$ cat src/rtl/conv_feed_if.sv
// AXI-Stream beat bus feeding the conv window unpacker.
// tdata/tvalid/tlast from the DMA master, tready back.
interface conv_feed_if;
  logic [31:0] tdata;
  logic        tvalid;
  logic        tready;
  logic        tlast;

  modport master (
    output tdata, tvalid, tlast,
    input  tready
  );

  modport slave (
    input  tdata, tvalid, tlast,
    output tready
  );
endinterface

$ cat src/rtl/conv_feed.sv
// Unpacks 6 stream beats into 72-bit weight/pixel vectors for the 3x3 core.
// Ports: s_axis (stream slave), w/p + strobes to core, res_valid back, status.
module conv_feed #(
  parameter int CNT_W = 16
) (
  input  logic             clk,
  input  logic             rstn,
  conv_feed_if.slave       s_axis,
  output logic [71:0]      w,
  output logic             w_valid,
  output logic [71:0]      p,
  output logic             p_valid,
  output logic             p_last,
  input  logic             res_valid,
  output logic [CNT_W-1:0] win_cnt,
  output logic             frame_err
);

  typedef enum logic {RECV, WAIT} state_t;

  state_t           state_q, state_d;
  logic [2:0]       bcnt_q, bcnt_d;
  logic [63:0]      wsh_q, wsh_d;
  logic [63:0]      psh_q, psh_d;
  logic [71:0]      w_q, w_d;
  logic [71:0]      p_q, p_d;
  logic             w_valid_q, w_valid_d;
  logic             p_valid_q, p_valid_d;
  logic             p_last_q, p_last_d;
  logic [CNT_W-1:0] win_cnt_q, win_cnt_d;
  logic             frame_err_q, frame_err_d;
  logic             tready_q, tready_d;
  logic             acc;

  assign acc = s_axis.tvalid && tready_q;

  always_comb begin
    state_d     = state_q;
    bcnt_d      = bcnt_q;
    wsh_d       = wsh_q;
    psh_d       = psh_q;
    w_d         = w_q;
    p_d         = p_q;
    w_valid_d   = 1'b0;
    p_valid_d   = 1'b0;
    p_last_d    = 1'b0;
    win_cnt_d   = win_cnt_q;
    frame_err_d = frame_err_q;
    unique case (state_q)
      RECV: begin
        if (acc) begin
          if (s_axis.tlast && bcnt_q != 3'd5) begin
            // early tlast: drop the partial window
            frame_err_d = 1'b1;
            bcnt_d      = 3'd0;
          end else begin
            bcnt_d = bcnt_q + 3'd1;
            unique case (bcnt_q)
              3'd0: wsh_d[31:0]  = s_axis.tdata;
              3'd1: wsh_d[63:32] = s_axis.tdata;
              3'd2: begin
                w_d       = {s_axis.tdata[7:0], wsh_q};
                w_valid_d = 1'b1;
              end
              3'd3: psh_d[31:0]  = s_axis.tdata;
              3'd4: psh_d[63:32] = s_axis.tdata;
              default: begin
                p_d       = {s_axis.tdata[7:0], psh_q};
                p_valid_d = 1'b1;
                p_last_d  = s_axis.tlast;
                bcnt_d    = 3'd0;
                state_d   = WAIT;
                if (s_axis.tlast)
                  win_cnt_d = '0;
                else if (!(&win_cnt_q))
                  win_cnt_d = win_cnt_q + {{(CNT_W-1){1'b0}}, 1'b1};
              end
            endcase
          end
        end
      end
      WAIT: begin
        if (res_valid) state_d = RECV;
      end
      default: state_d = RECV;
    endcase
    // registered ready tracks the state we are entering
    tready_d = (state_d == RECV);
  end

  always_ff @(posedge clk or negedge rstn) begin
    if (!rstn) begin
      state_q     <= RECV;
      bcnt_q      <= 3'd0;
      wsh_q       <= '0;
      psh_q       <= '0;
      w_q         <= '0;
      p_q         <= '0;
      w_valid_q   <= 1'b0;
      p_valid_q   <= 1'b0;
      p_last_q    <= 1'b0;
      win_cnt_q   <= '0;
      frame_err_q <= 1'b0;
      tready_q    <= 1'b0;
    end else begin
      state_q     <= state_d;
      bcnt_q      <= bcnt_d;
      wsh_q       <= wsh_d;
      psh_q       <= psh_d;
      w_q         <= w_d;
      p_q         <= p_d;
      w_valid_q   <= w_valid_d;
      p_valid_q   <= p_valid_d;
      p_last_q    <= p_last_d;
      win_cnt_q   <= win_cnt_d;
      frame_err_q <= frame_err_d;
      tready_q    <= tready_d;
    end
  end

  assign s_axis.tready = tready_q;
  assign w         = w_q;
  assign w_valid   = w_valid_q;
  assign p         = p_q;
  assign p_valid   = p_valid_q;
  assign p_last    = p_last_q;
  assign win_cnt   = win_cnt_q;
  assign frame_err = frame_err_q;

endmodule

$ cat src/flat_wrapper.sv
// flat-port wrapper written by rule: the top's interface ports become plain ports
module conv_feed_flat 
#(
  parameter int CNT_W = 16
)
  (clk, rstn, w, w_valid, p, p_valid, p_last, res_valid, win_cnt, frame_err, s_axis_tdata, s_axis_tvalid, s_axis_tlast, s_axis_tready);
  conv_feed_if s_axis_i ();
  input  logic clk;
  input  logic rstn;
  output logic [71:0] w;
  output logic w_valid;
  output logic [71:0] p;
  output logic p_valid;
  output logic p_last;
  input  logic res_valid;
  output logic [CNT_W-1:0] win_cnt;
  output logic frame_err;
  input wire logic [$bits(s_axis_i.tdata)-1:0] s_axis_tdata;
  input wire logic [$bits(s_axis_i.tvalid)-1:0] s_axis_tvalid;
  input wire logic [$bits(s_axis_i.tlast)-1:0] s_axis_tlast;
  output wire logic [$bits(s_axis_i.tready)-1:0] s_axis_tready;
  assign s_axis_i.tdata = s_axis_tdata;
  assign s_axis_i.tvalid = s_axis_tvalid;
  assign s_axis_i.tlast = s_axis_tlast;
  assign s_axis_tready = s_axis_i.tready;
  conv_feed #(.CNT_W(CNT_W)) u_core (.clk(clk), .rstn(rstn), .s_axis(s_axis_i), .w(w), .w_valid(w_valid), .p(p), .p_valid(p_valid), .p_last(p_last), .res_valid(res_valid), .win_cnt(win_cnt), .frame_err(frame_err));
endmodule
$ cat config.mk
export PLATFORM = sky130hd
export DESIGN_NAME = conv_feed_flat
export DESIGN_NICKNAME = d
export VERILOG_FILES = /design/src/rtl/conv_feed_if.sv /design/src/rtl/conv_feed.sv /design/src/flat_wrapper.sv
export SDC_FILE = /design/constraint.sdc
export NUM_CORES = 1
export LEC_CHECK = 0
export BUFFER_PORTS_ARGS = -buffer_cell sky130_fd_sc_hd__buf_2
export CORE_MARGIN = 2
export CORE_UTILIZATION = 40
export DETAILED_ROUTE_END_ITERATION = 12
export GPL_TIMING_DRIVEN = 0
export PLACE_DENSITY_LB_ADDON = 0.15
export SYNTH_ARGS = -nofsm -noshare
export SYNTH_HDL_FRONTEND = slang
export SYNTH_SLANG_ARGS = --single-unit
export TNS_END_PERCENT = 1
$ cat constraint.sdc
create_clock -name clk -period 4.2 [get_ports clk]
set_input_delay 0.84 -clock clk [delete_from_list [all_inputs] [get_ports clk]]
set_output_delay 0.84 -clock clk [all_outputs]
set_load 0.05 [all_outputs]
# Yosys cells after proc, flatten, opt, wreduce, memory -nomap -nowiden
# Cells that the tools add are included.
# totals
reg_bits,297
out_inout_bits,165
elab_cells,58
# op_classes
addsub,2
n_eq_ne,6
n_mux,18
bitwise,4
n_reduce_logical,14
# op_table
op,count
2-to-1 mux 16 bit,2
AND reduction 4 bit,6
"adder 16 x 1 -> 16 bit, second input constant",1
AND reduction 16 bit,1
2-to-1 mux 1 bit,13
"equality test 3 x 2 -> 1 bit, second input constant",2
2-to-1 mux 3 bit,2
AND reduction 5 bit,1
OR reduction 5 bit,1
NOT 1 bit,4
"adder 3 x 1 -> 3 bit, second input constant",1
"equality test 3 x 1 -> 1 bit, second input constant",1
"equality test 3 bit, second input constant",1
zero test 3 bit,1
"inequality test 3 bit, second input constant",1
AND reduction 3 bit,1
logical AND 1 bit,2
"inequality test 2 bit, second input constant",1
case mux 1 bit (2 select lines),1
AND reduction 2 bit,1

# Longest topological paths before layout
# Gate-level depths: netlist (run 1).
# logic_depth
word_depth,7
ltp_mapped,9

# Least setup slack after synthesis (run 1)
# No wires, ideal clock.
# synth_path
path_kind,register -> register
from,reg u_core.win_cnt_q[0] (netlist: u_core.win_cnt[0])
to,reg u_core.win_cnt_q[0] (netlist: u_core.win_cnt[0])
setup_time_ns,0.145
t_arrival_ns,1.953
required_ns,4.055
path_slack_ns,2.102
stages_incl_launch_ff,8
n_path_buf,2
cell_sequence,dfrtp_1 -> ha_1 -> buf_2 -> nand3_1 -> or3_4 -> o211ai_2 -> buf_4 -> mux2i_1
# synth_via
elab_chain_cells,3
word_cells_on_any_way,6
# synth_lines
item,line,source
start: declaration,conv_feed.sv:30,"logic [CNT_W-1:0] win_cnt_q, win_cnt_d;"
start signal: assignment,conv_feed.sv:115,win_cnt_q <= win_cnt_d;
adder 16 x 1 -> 16 bit or AND reduction 16 bit (tied branches),"conv_feed.sv:76, conv_feed.sv:75",
2-to-1 mux 16 bit or inequality test 2 bit (tied branches),-,
2-to-1 mux 16 bit or AND reduction 5 bit (tied branches),-,
# Several ways; a longest one is shown, not always the timed one. The select of a mux whose other input is x is not followed.
# A chain may end at the register's enable or synchronous reset.

# Worst setup path in the final report (run 1)
# layout_path
from,reg u_core.bcnt_q[0]
to,reg u_core.p_q[44] (netlist: u_core.p[44])
# layout_via
elab_chain_cells,4
word_cells_on_any_way,11
# layout_lines
item,line,source
start: declaration,conv_feed.sv:22,"logic [2:0] bcnt_q, bcnt_d;"
start signal: assignment,conv_feed.sv:107,bcnt_q <= bcnt_d;
equality test 3 x 1 -> 1 bit (tied with other cells),conv_feed.sv:58,unique case (bcnt_q)
OR reduction 5 bit (no source line) or logical AND 1 bit (tied branches),-,
NOT 1 bit (no source line),-,
AND reduction 4 bit (no source line) (*),-,
end signal: assignment,conv_feed.sv:111,p_q <= p_d;
end: declaration,conv_feed.sv:26,"logic [71:0] p_q, p_d;"
# Mark *: on every way between the ends. The rest lies on a longest branch, timed or not.

==> results of run 1 <==
[cell type report]
cell class | instances | area, µm²
tap | 384 | 480.5
timing repair buffer | 203 | 1071
buffer | 44 | 221.5
fill | 2714 | 14370
sequential | 297 | 7432
multi-input combinational | 525 | 3821
clock buffer | 52 | 999.7
clock inverter | 5 | 78.83
inverter | 19 | 71.32
[worst max-delay path, stage by stage, from the launching register on]
cell,delay (ps)
dfrtp_1,420
ha_1,220
ha_1,190
nor2_1,170
nand4_2,220
inv_2,210
buf_2,290
buf_2,320
nand2_1,90
nand2_1,60
[cells in the final DEF, fill, tap and decap left out, types with 7 or more instances in the layout]
master     count
nand2_1      225
clkbuf_1      23
nand3_1       12
mux2_2       199
inv_1         17
buf_2        224
dfrtp_1      297
clkbuf_16     35
o22ai_1        8
nand4_1        7
nor2_1         7
a221oi_1       7
[registers in the layout, summed over array words and instances, names as in the netlist]
signal and flops:
u_core.frame_err 1, u_core.w 72, u_core.bcnt_q 3, u_core.w_valid 1
u_core.p_valid 1, u_core.wsh_q 64, u_core.psh_q 64, u_core.state_q 1
u_core.p_last 1, u_core.win_cnt 16, u_core.p 72, u_core.s_axis.tready 1
[power by group]
| group | switching, mW | internal (mW) | total (mW) |
|---|---|---|---|
| Sequential | 0.645 | 4.10 | 4.75 |
| Combinational | 3.47 | 1.41 | 4.89 |
| Clock | 1.11 | 1.76 | 2.86 |
[kinds of logic (layout without fill, tap and decap cells)]
group,count (synthesis),in the layout
adders and majority gates,6,6
muxes,202,202
AOI/OAI and AO/OA,44,44
and+or+nand+nor,273,273
buffers and inverters,63,323
DFF,297,297
[final timing paths]
kind / from / endpoint
worst max-delay path: u_core.bcnt_q[0] / u_core.p[44]
worst min-delay path: rstn / u_core.win_cnt[0]
worst max register to register: u_core.bcnt_q[0] / u_core.p[44]
worst min register to register: u_core.frame_err / u_core.frame_err
max in group asynchronous: rstn / u_core.wsh_q[24]
min in group clk: u_core.frame_err / u_core.frame_err
[cell usage after synthesis (all sizes together)]
cell type,number,area [µm²]
mux2,201,2263
o211ai,2,20.02
a41oi,2,17.52
a211oi,3,22.52
and3,5,31.28
clkbuf,12,45.04
o22ai,8,50.05
a21bo,1,10.01
o311ai,1,8.760
nand3b,1,7.510
a21oi,3,15.01
or3,3,23.77
o221ai,1,8.760
inv,18,67.56
and2,1,6.260
and3b,1,8.760
a311o,1,10.01
a221oi,7,61.31
clkinv,1,3.750
ha,6,75.07
o2bb2ai,1,8.760
dfrtp,297,7432
nand3,12,60.06
o21ai,6,30.02
mux2i,1,10.01
o31ai,2,15.01
o21bai,1,7.510
a311oi,2,17.52
nand4,8,56.30
a21boi,1,11.26
nor2b,1,6.260
nand2b,2,12.51
nor3,3,25.02
nand2,225,844.6
a21o,1,7.510
and4,4,35.03
buf,32,176.4
o21a,1,7.510
nor2,7,26.28
[metal layers]
layer,wire length [µm],share of wire [%]
met5,0,0
met4,614,2.2
met3,1474,5.4
met2,12600,46
met1,12670,46
[stage by stage]
| step | hold slack, ps | setup WS (ps) | instances | instance area (µm²) |
|---|---|---|---|---|
| 6_report | 286.8 | 1930 | 1529 | 14180 |
| 5_1_grt | 317.2 | 1693 | 1529 | 14180 |
| 4_1_cts | 297.8 | 1895 | 1529 | 14180 |
| 3_5_place_dp | 440.3 | 1605 | 1472 | 13100 |
| 3_3_place_gp | 438.3 | -3472 | 1470 | 13030 |
| 2_1_floorplan | 431.5 | 2102 | 885 | 11550 |
==> flow_summary.json, run 1 <==
{
  "outcome": "complete, no violations",
  "final-hold-violation-count": 0,
  "slew_headroom_pct": 56.87,
  "start_kind": "register",
  "synth_cell_type_count": 49,
  "required_ps": 4630,
  "synth.area.mux_share_pct": 19.69,
  "cts_hold_buf": 0,
  "power_density_mw_per_mm2": 881.8,
  "criticalPathCategory": "reg2reg",
  "drive_gt1_share_pct": 42.27,
  "clock_path_buffers": 3,
  "clk_pin_slew_ps": 60,
  "io_buffers": 201,
  "syn_nets": 928,
  "grt_pass1_wl_mm": 44.15,
  "fin_crit_ps": 2270,
  "cts_resized": 0,
  "vias": 7510,
  "num_rows": 62,
  "synth_compound_area_share_pct": 2.850,
  "numCtsBuffers": 34,
  "synth_top_family_by_area": "multiplexers",
  "grt.total_usage_pct": 18.60,
  "n_antenna_cell": 0,
  "io_pins": 202,
  "tightestPinTransition_ps": 646.9,
  "grt_pass1_vias": 7711,
  "tns_ps": 0,
  "drv_slew": 0,
  "max_freq_ghz": 0.4405,
  "ff2ff_path_depth": 9,
  "fin_skew_ps": 14.82,
  "start_util_pct": 40.45,
  "h-tree-depth": 2,
  "avgSynthCellArea_um2": 13.05,
  "dr.pass1.iters": 4,
  "total_power_mw": 12.50,
  "path_max_fanout": 10,
  "die_area_mm2": 0.03024,
  "dpl.hpwl_mm": 18.34,
  "area_growth_pct": 22.78,
  "core-area_mm2": 0.02855,
  "synth_fa_ha_area_share_pct": 0.6502,
  "setup_viol": 0,
  "antenna_found_initial": 0,
  "met2_usage_pct": 29.63,
  "synth_xor_area_share_pct": 0,
  "endpoint_kind": "register",
  "clock_sinks": 297,
  "nNetsFinal": 1167,
  "vias_per_cell": 4.912,
  "drtIter0Drc": 457,
  "routedWlPerCell_um": 17.89,
  "synthCells": 885,
  "ant_nets": 0,
  "drc_errors": 0,
  "ir_drop_mv": 0.4476,
  "top_usage_layer": "met2",
  "grt_overflow": 0,
  "leakage_nw": 7.423,
  "met1_usage_pct": 25.96,
  "yosysWarnings": 0,
  "cts-root-buf": "clkbuf_16",
  "cts_tree": "yes",
  "post-cts-setup-buffers": 0,
  "drv_cap": 0,
  "ys_ff_latch": 297,
  "gp_congestion": 0.8040,
  "use_met3_pct": 4.024,
  "fin_crit_sh_pct": 54.05,
  "clk_latency_ps": 500,
  "hp-class": "in2async",
  "dieWidth_um": 173.9,
  "drt-total-wl_mm": 27.36,
  "die_h_um": 173.9,
  "final_util_pct": 49.66,
  "grt_max_degree": 122,
  "reg2reg_slack_ps": 1930,
  "synth.yosys.seq_area_share_pct": 64.37,
  "rsz0062_at_grt": "no",
  "yosys.area_share.simple_pct": 9.905,
  "syn_area_mm2": 0.01155,
  "arrival_ps": 2690
}
Power figures use the tool's default switching activity.
==> run 2, diff against run 1 <==
- clock period: 4.2 -> 2.1 ns (I/O delays scaled with it)
==> run 2 against run 1 <==
Against the previous run: hold slack worse by 140 ps; routed wire length hardly changed; clock skew is 0.90 ps higher; register-to-register slack worse by 1800 ps; setup slack worse by 1800 ps; flip-flop and latch count stayed put; die area stayed put; final cell count hardly changed; critical endpoint is now u_core.psh_q[41]; largest power group unchanged.
==> flow_summary.json, run 2 (synthesis gave the netlist of run 1 again) <==
{
  "layout_common_cells": "dfrtp_1 (297), nand2_1 (224), buf_2 (223)",
  "start_util_pct": 40.45,
  "drt-total-wl_mm": 27.34,
  "path_max_fanout": 10,
  "fin_crit_sh_pct": 94.46,
  "nNetsFinal": 1168,
  "routedWlPerCell_um": 17.87,
  "drive_gt1_share_pct": 43.63,
  "drv_slew": 0,
  "leakage_nw": 7.456,
  "final-hold-violation-count": 0,
  "post-cts-setup-buffers": 0,
  "outcome": "complete, no violations",
  "gp_congestion": 0.8040,
  "die_area_mm2": 0.03024,
  "grt_max_degree": 122,
  "required_ps": 2480,
  "h-tree-depth": 2,
  "endpoint_kind": "register",
  "setup_viol": 0,
  "total_power_mw": 25.08,
  "io_pins": 202,
  "fin_skew_ps": 15.72,
  "rsz0062_at_grt": "yes",
  "max_freq_ghz": 0.5041,
  "num_rows": 62,
  "dieWidth_um": 173.9,
  "ir_drop_mv": 0.8955,
  "vias": 7494,
  "drtIter0Drc": 466,
  "final_util_pct": 49.95,
  "regArea_mm2": 0.007432,
  "dr.pass1.iters": 4,
  "io_buffers": 201,
  "tightestPinTransition_ps": 641.8,
  "antenna_found_initial": 0,
  "start_kind": "register",
  "numCtsBuffers": 34,
  "grt_overflow": 0,
  "grt_pass1_wl_mm": 44.16,
  "grt_pass1_vias": 7711,
  "cts_tree": "yes",
  "criticalPathCategory": "reg2reg",
  "clk_pin_slew_ps": 60,
  "clock_sinks": 297,
  "core-area_mm2": 0.02855,
  "grt.total_usage_pct": 18.60,
  "n_antenna_cell": 0,
  "clock_path_buffers": 3,
  "ant_nets": 0,
  "cts-root-buf": "clkbuf_16",
  "power_density_mw_per_mm2": 1759,
  "drv_cap": 0,
  "drc_errors": 0,
  "nFillCells": 2714,
  "vias_per_cell": 4.898,
  "die_h_um": 173.9,
  "area_growth_pct": 23.49,
  "reg2reg_slack_ps": 120,
  "fin_crit_ps": 1984,
  "arrival_ps": 2360,
  "dpl.hpwl_mm": 18.34,
  "multi_input_area_mm2": 0.003847,
  "slew_headroom_pct": 57.21,
  "clk_latency_ps": 500,
  "hp-class": "in2reg",
  "layout_commonest_cell": "dfrtp_1"
}
-- run 2: cell count changes in the layout (fill, tap and decap cells not counted), sizes merged --
cell	previous run	this run
dlygate4sd3	0	1
-- run 2: path summary, 6_finish.rpt --
kind                                   from              endpoint  depth (start not counted)
setup / recovery           u_core.bcnt_q[1]      u_core.psh_q[41]                          8
hold / removal                    res_valid  u_core.s_axis.tready                          2
setup reg to reg           u_core.bcnt_q[1]      u_core.psh_q[41]                          8
hold reg to reg            u_core.frame_err      u_core.frame_err                          1
max in group asynchronous              rstn      u_core.wsh_q[24]                          3
min in group asynchronous              rstn     u_core.win_cnt[0]                          2
-- run 2: layout make-up --
cell class | count | area share (%)
sequential | 297 | 52.12
multi-input combinational | 525 | 26.98
timing repair buffer | 204 | 7.582
clock buffer | 52 | 7.011
tap | 384 | 3.370
buffer | 44 | 1.860
clock inverter | 5 | 0.5528
inverter | 19 | 0.5177
-- run 2: what timing repair did --
item                                    CTS  global route
endpoints found under the setup margin   82           135
hold buffers                              1             0
cloned                                    0             0
endpoints found under the hold margin    57             0
gates resized for setup                  13            18
-- run 2: per-layer routing --
metal | part of all wire, % | vias up | track usage [%]
met5 | 0 | - | 0
met4 | 2.2 | 0 | 4.972
met3 | 5.0 | 44 | 4.003
met2 | 46 | 170 | 29.63
met1 | 47 | 3796 | 25.99
li1 | - | 3484 | -
-- run 2: critical path, stage by stage (launching register included) --
cell and delay [ps]:
dfrtp_1 390, inv_1 100, ha_2 230, a21boi_2 70, nor2_2 150, and3_1 180, clkbuf_4 190, buf_6 190
mux2_2 350
-- run 2: power by group --
group	internal, mW	switching [mW]
clock	3.51	2.22
sequential	8.20	1.29
combinational	2.88	6.97
-- run 2: stage by stage --
step	setup WS, ps	TNS (ps)	instances	area, µm²	hold slack, ps
6_report	116.2	0	1530	14260	151.1
3_3_place_gp	-5152	-1527670	1470	13030	438.3
2_1_floorplan	2.391	0	885	11550	124.4
4_1_cts	-28.19	-238.0	1530	14210	135.3
5_1_grt	-37.47	-116.4	1530	14260	142.2
3_5_place_dp	-195.7	-9237	1472	13100	395.6
==> run 3, diff against run 2 <==
- REMOVE_ABC_BUFFERS: default -> 1
==> run 3 against run 2 <==
Against the previous run: the flow now finishes with violations (negative setup slack); total power rose by 2.4%; via count fell by 0.11%; global-route usage fell by 0.47 points; register-to-register slack got worse by 130 ps; clock skew barely moved; final cell count fell by 1.2%; critical path depth rose by 1; first-iteration DRC count fell by 20%; non-clock buffer count fell by 29; hold slack improved by 15 ps; critical path type unchanged; critical endpoint is now u_core.win_cnt[13]; largest cell class unchanged.
==> flow_summary.json, run 3 (synthesis gave the netlist of run 1 again) <==
{
  "tns_ps": -12.55,
  "drc_errors": 0,
  "placed_cells": 1436,
  "grt_pass1_vias": 7461,
  "fin_skew_ps": 15.64,
  "total_power_mw": 25.67,
  "outcome": "finished with violations",
  "slowest_delay_ps": 450,
  "criticalPathCategory": "reg2reg",
  "max_freq_ghz": 0.4734,
  "start_util_pct": 40.45,
  "vias_per_cell": 4.954,
  "drive_gt1_share_pct": 44.32,
  "ir_drop_mv": 1.129,
  "cpLargestDelayFamily": "buffers and inverters",
  "final-hold-violation-count": 0,
  "clock_sinks": 297,
  "nFillCells": 2627,
  "setup_viol": 1,
  "path_buf_inv": 3,
  "cp-startpoint": "u_core.bcnt_q[0]",
  "numCtsBuffers": 35,
  "clock_path_buffers": 3,
  "num_rows": 62,
  "power_density_mw_per_mm2": 1765,
  "critical-path-slowest-cell": "dfrtp_2",
  "die_area_mm2": 0.03024,
  "layout_commonest_cell": "dfrtp_1",
  "final_area_mm2": 0.01454,
  "hold_end": "u_core.s_axis.tready",
  "nNetsFinal": 1142,
  "drv_cap": 0,
  "grt_overflow": 0,
  "antenna_found_initial": 1,
  "place_area_mm2": 0.01308,
  "final_util_pct": 50.94,
  "hp-class": "in2reg",
  "required_ps": 2500,
  "drt-total-wl_mm": 27.00,
  "hold_depth": 2,
  "grt.total_usage_pct": 18.13,
  "cts-root-buf": "clkbuf_16",
  "clk_pin_slew_ps": 60,
  "fin_crit_ps": 2113,
  "leakage_nw": 7.572,
  "io_pins": 202,
  "fin_cells": 1511,
  "clk_latency_ps": 510,
  "dr.pass1.iters": 4,
  "drv_slew": 0,
  "endpoint_kind": "register",
  "ff2ff_path_depth": 9,
  "core-area_mm2": 0.02855,
  "reg2reg_slack_ps": -10,
  "path_max_fanout": 33,
  "vias": 7486,
  "slew_headroom_pct": 44.25,
  "finalWorstSetupSlack_ps": -12.55,
  "fin_crit_sh_pct": 100.6,
  "tightestPinTransition_ps": 831.7,
  "h-tree-depth": 2,
  "arrival_ps": 2510,
  "worst_hold_slack_ps": 166.2,
  "die_h_um": 173.9,
  "hp-start": "res_valid",
  "start_kind": "register",
  "cts_tree": "yes",
  "dp_slack_ps": -1233,
  "dpl.hpwl_mm": 15.94,
  "area_growth_pct": 25.95,
  "io_buffers": 201,
  "layout_common_cells": "dfrtp_1 (296), nand2_1 (221), buf_2 (200)",
  "rsz0062_at_grt": "yes",
  "path_cells": "ha_1, ha_2, nor2_4, nand4_4, buf_12, clkinv_16, buf_16, o211ai_4, o31ai_1",
  "r2r_end": "u_core.win_cnt[13]",
  "gp_congestion": 0.7253,
  "grt_pass1_wl_mm": 43.41,
  "worstReg2RegStart": "u_core.bcnt_q[0]",
  "grt_max_degree": 115,
  "violations": "negative setup slack",
  "ant_nets": 0,
  "routedWlPerCell_um": 17.87,
  "drtIter0Drc": 373,
  "dieWidth_um": 173.9
}
-- run 3: cell count changes in the layout (fill, tap and decap cells not counted), moves of 3 or more --
cell,before,now
nand2_1,224,221
buf_6,8,0
clkbuf_2,6,0
clkbuf_8,6,11
clkinv_2,2,5
buf_12,0,7
buf_2,223,200
buf_4,0,4
clkbuf_1,16,6
-- run 3: how the worst max path moves through the flow --
stage	to	cells past startpoint
after global routing	u_core.win_cnt[13]	9
after floorplan	u_core.win_cnt[13]	5
final	u_core.win_cnt[13]	9
after global placement	u_core.wsh_q[44]	1
after detailed placement	u_core.win_cnt[13]	9
after CTS	u_core.win_cnt[13]	9
-- run 3: worst reg2reg max path: cells and delay by family (launching register included) --
family,cells,cell delay [ps]
AND/OR/NAND/NOR,2,260
AO/OA/AOI/OAI,2,360
adder cells (fa/ha/maj),2,430
buffers and inverters,3,530
flip-flops,1,450
-- run 3: per-layer routing --
layer | routed length [µm] | global-route usage [%]
met2 | 12840 | 29.55
met4 | 474 | 4.482
met1 | 12120 | 24.56
met5 | 0 | 0
met3 | 1561 | 4.396
-- run 3: area by class of cell --
type,count,area (µm²),share of cell area (%)
repair buffers,219,1371,9.430
clock buffers,53,1075,7.391
diodes,1,2.502,0.01721
well taps,384,480.5,3.304
clock inverters,11,127.6,0.8776
inverters,19,97.59,0.6711
multi-input cells,527,3955,27.20
flip-flops and latches,297,7433,51.11
-- run 3: repair_timing --
action / CTS / global route
gates resized for setup: 15 / 8
setup endpoints to repair: 143 / 188
buffers inserted: 2 / 3
hold endpoints to repair: 70 / 0
pin swaps: 3 / 2
hold buffers: 1 / 0
cloned: 4 / 0
-- run 3: where the power goes --
group	internal (mW)	switching, mW
Combinational	3.00	7.04
Clock	3.80	2.35
Sequential	8.20	1.28
Total	15.0	10.7
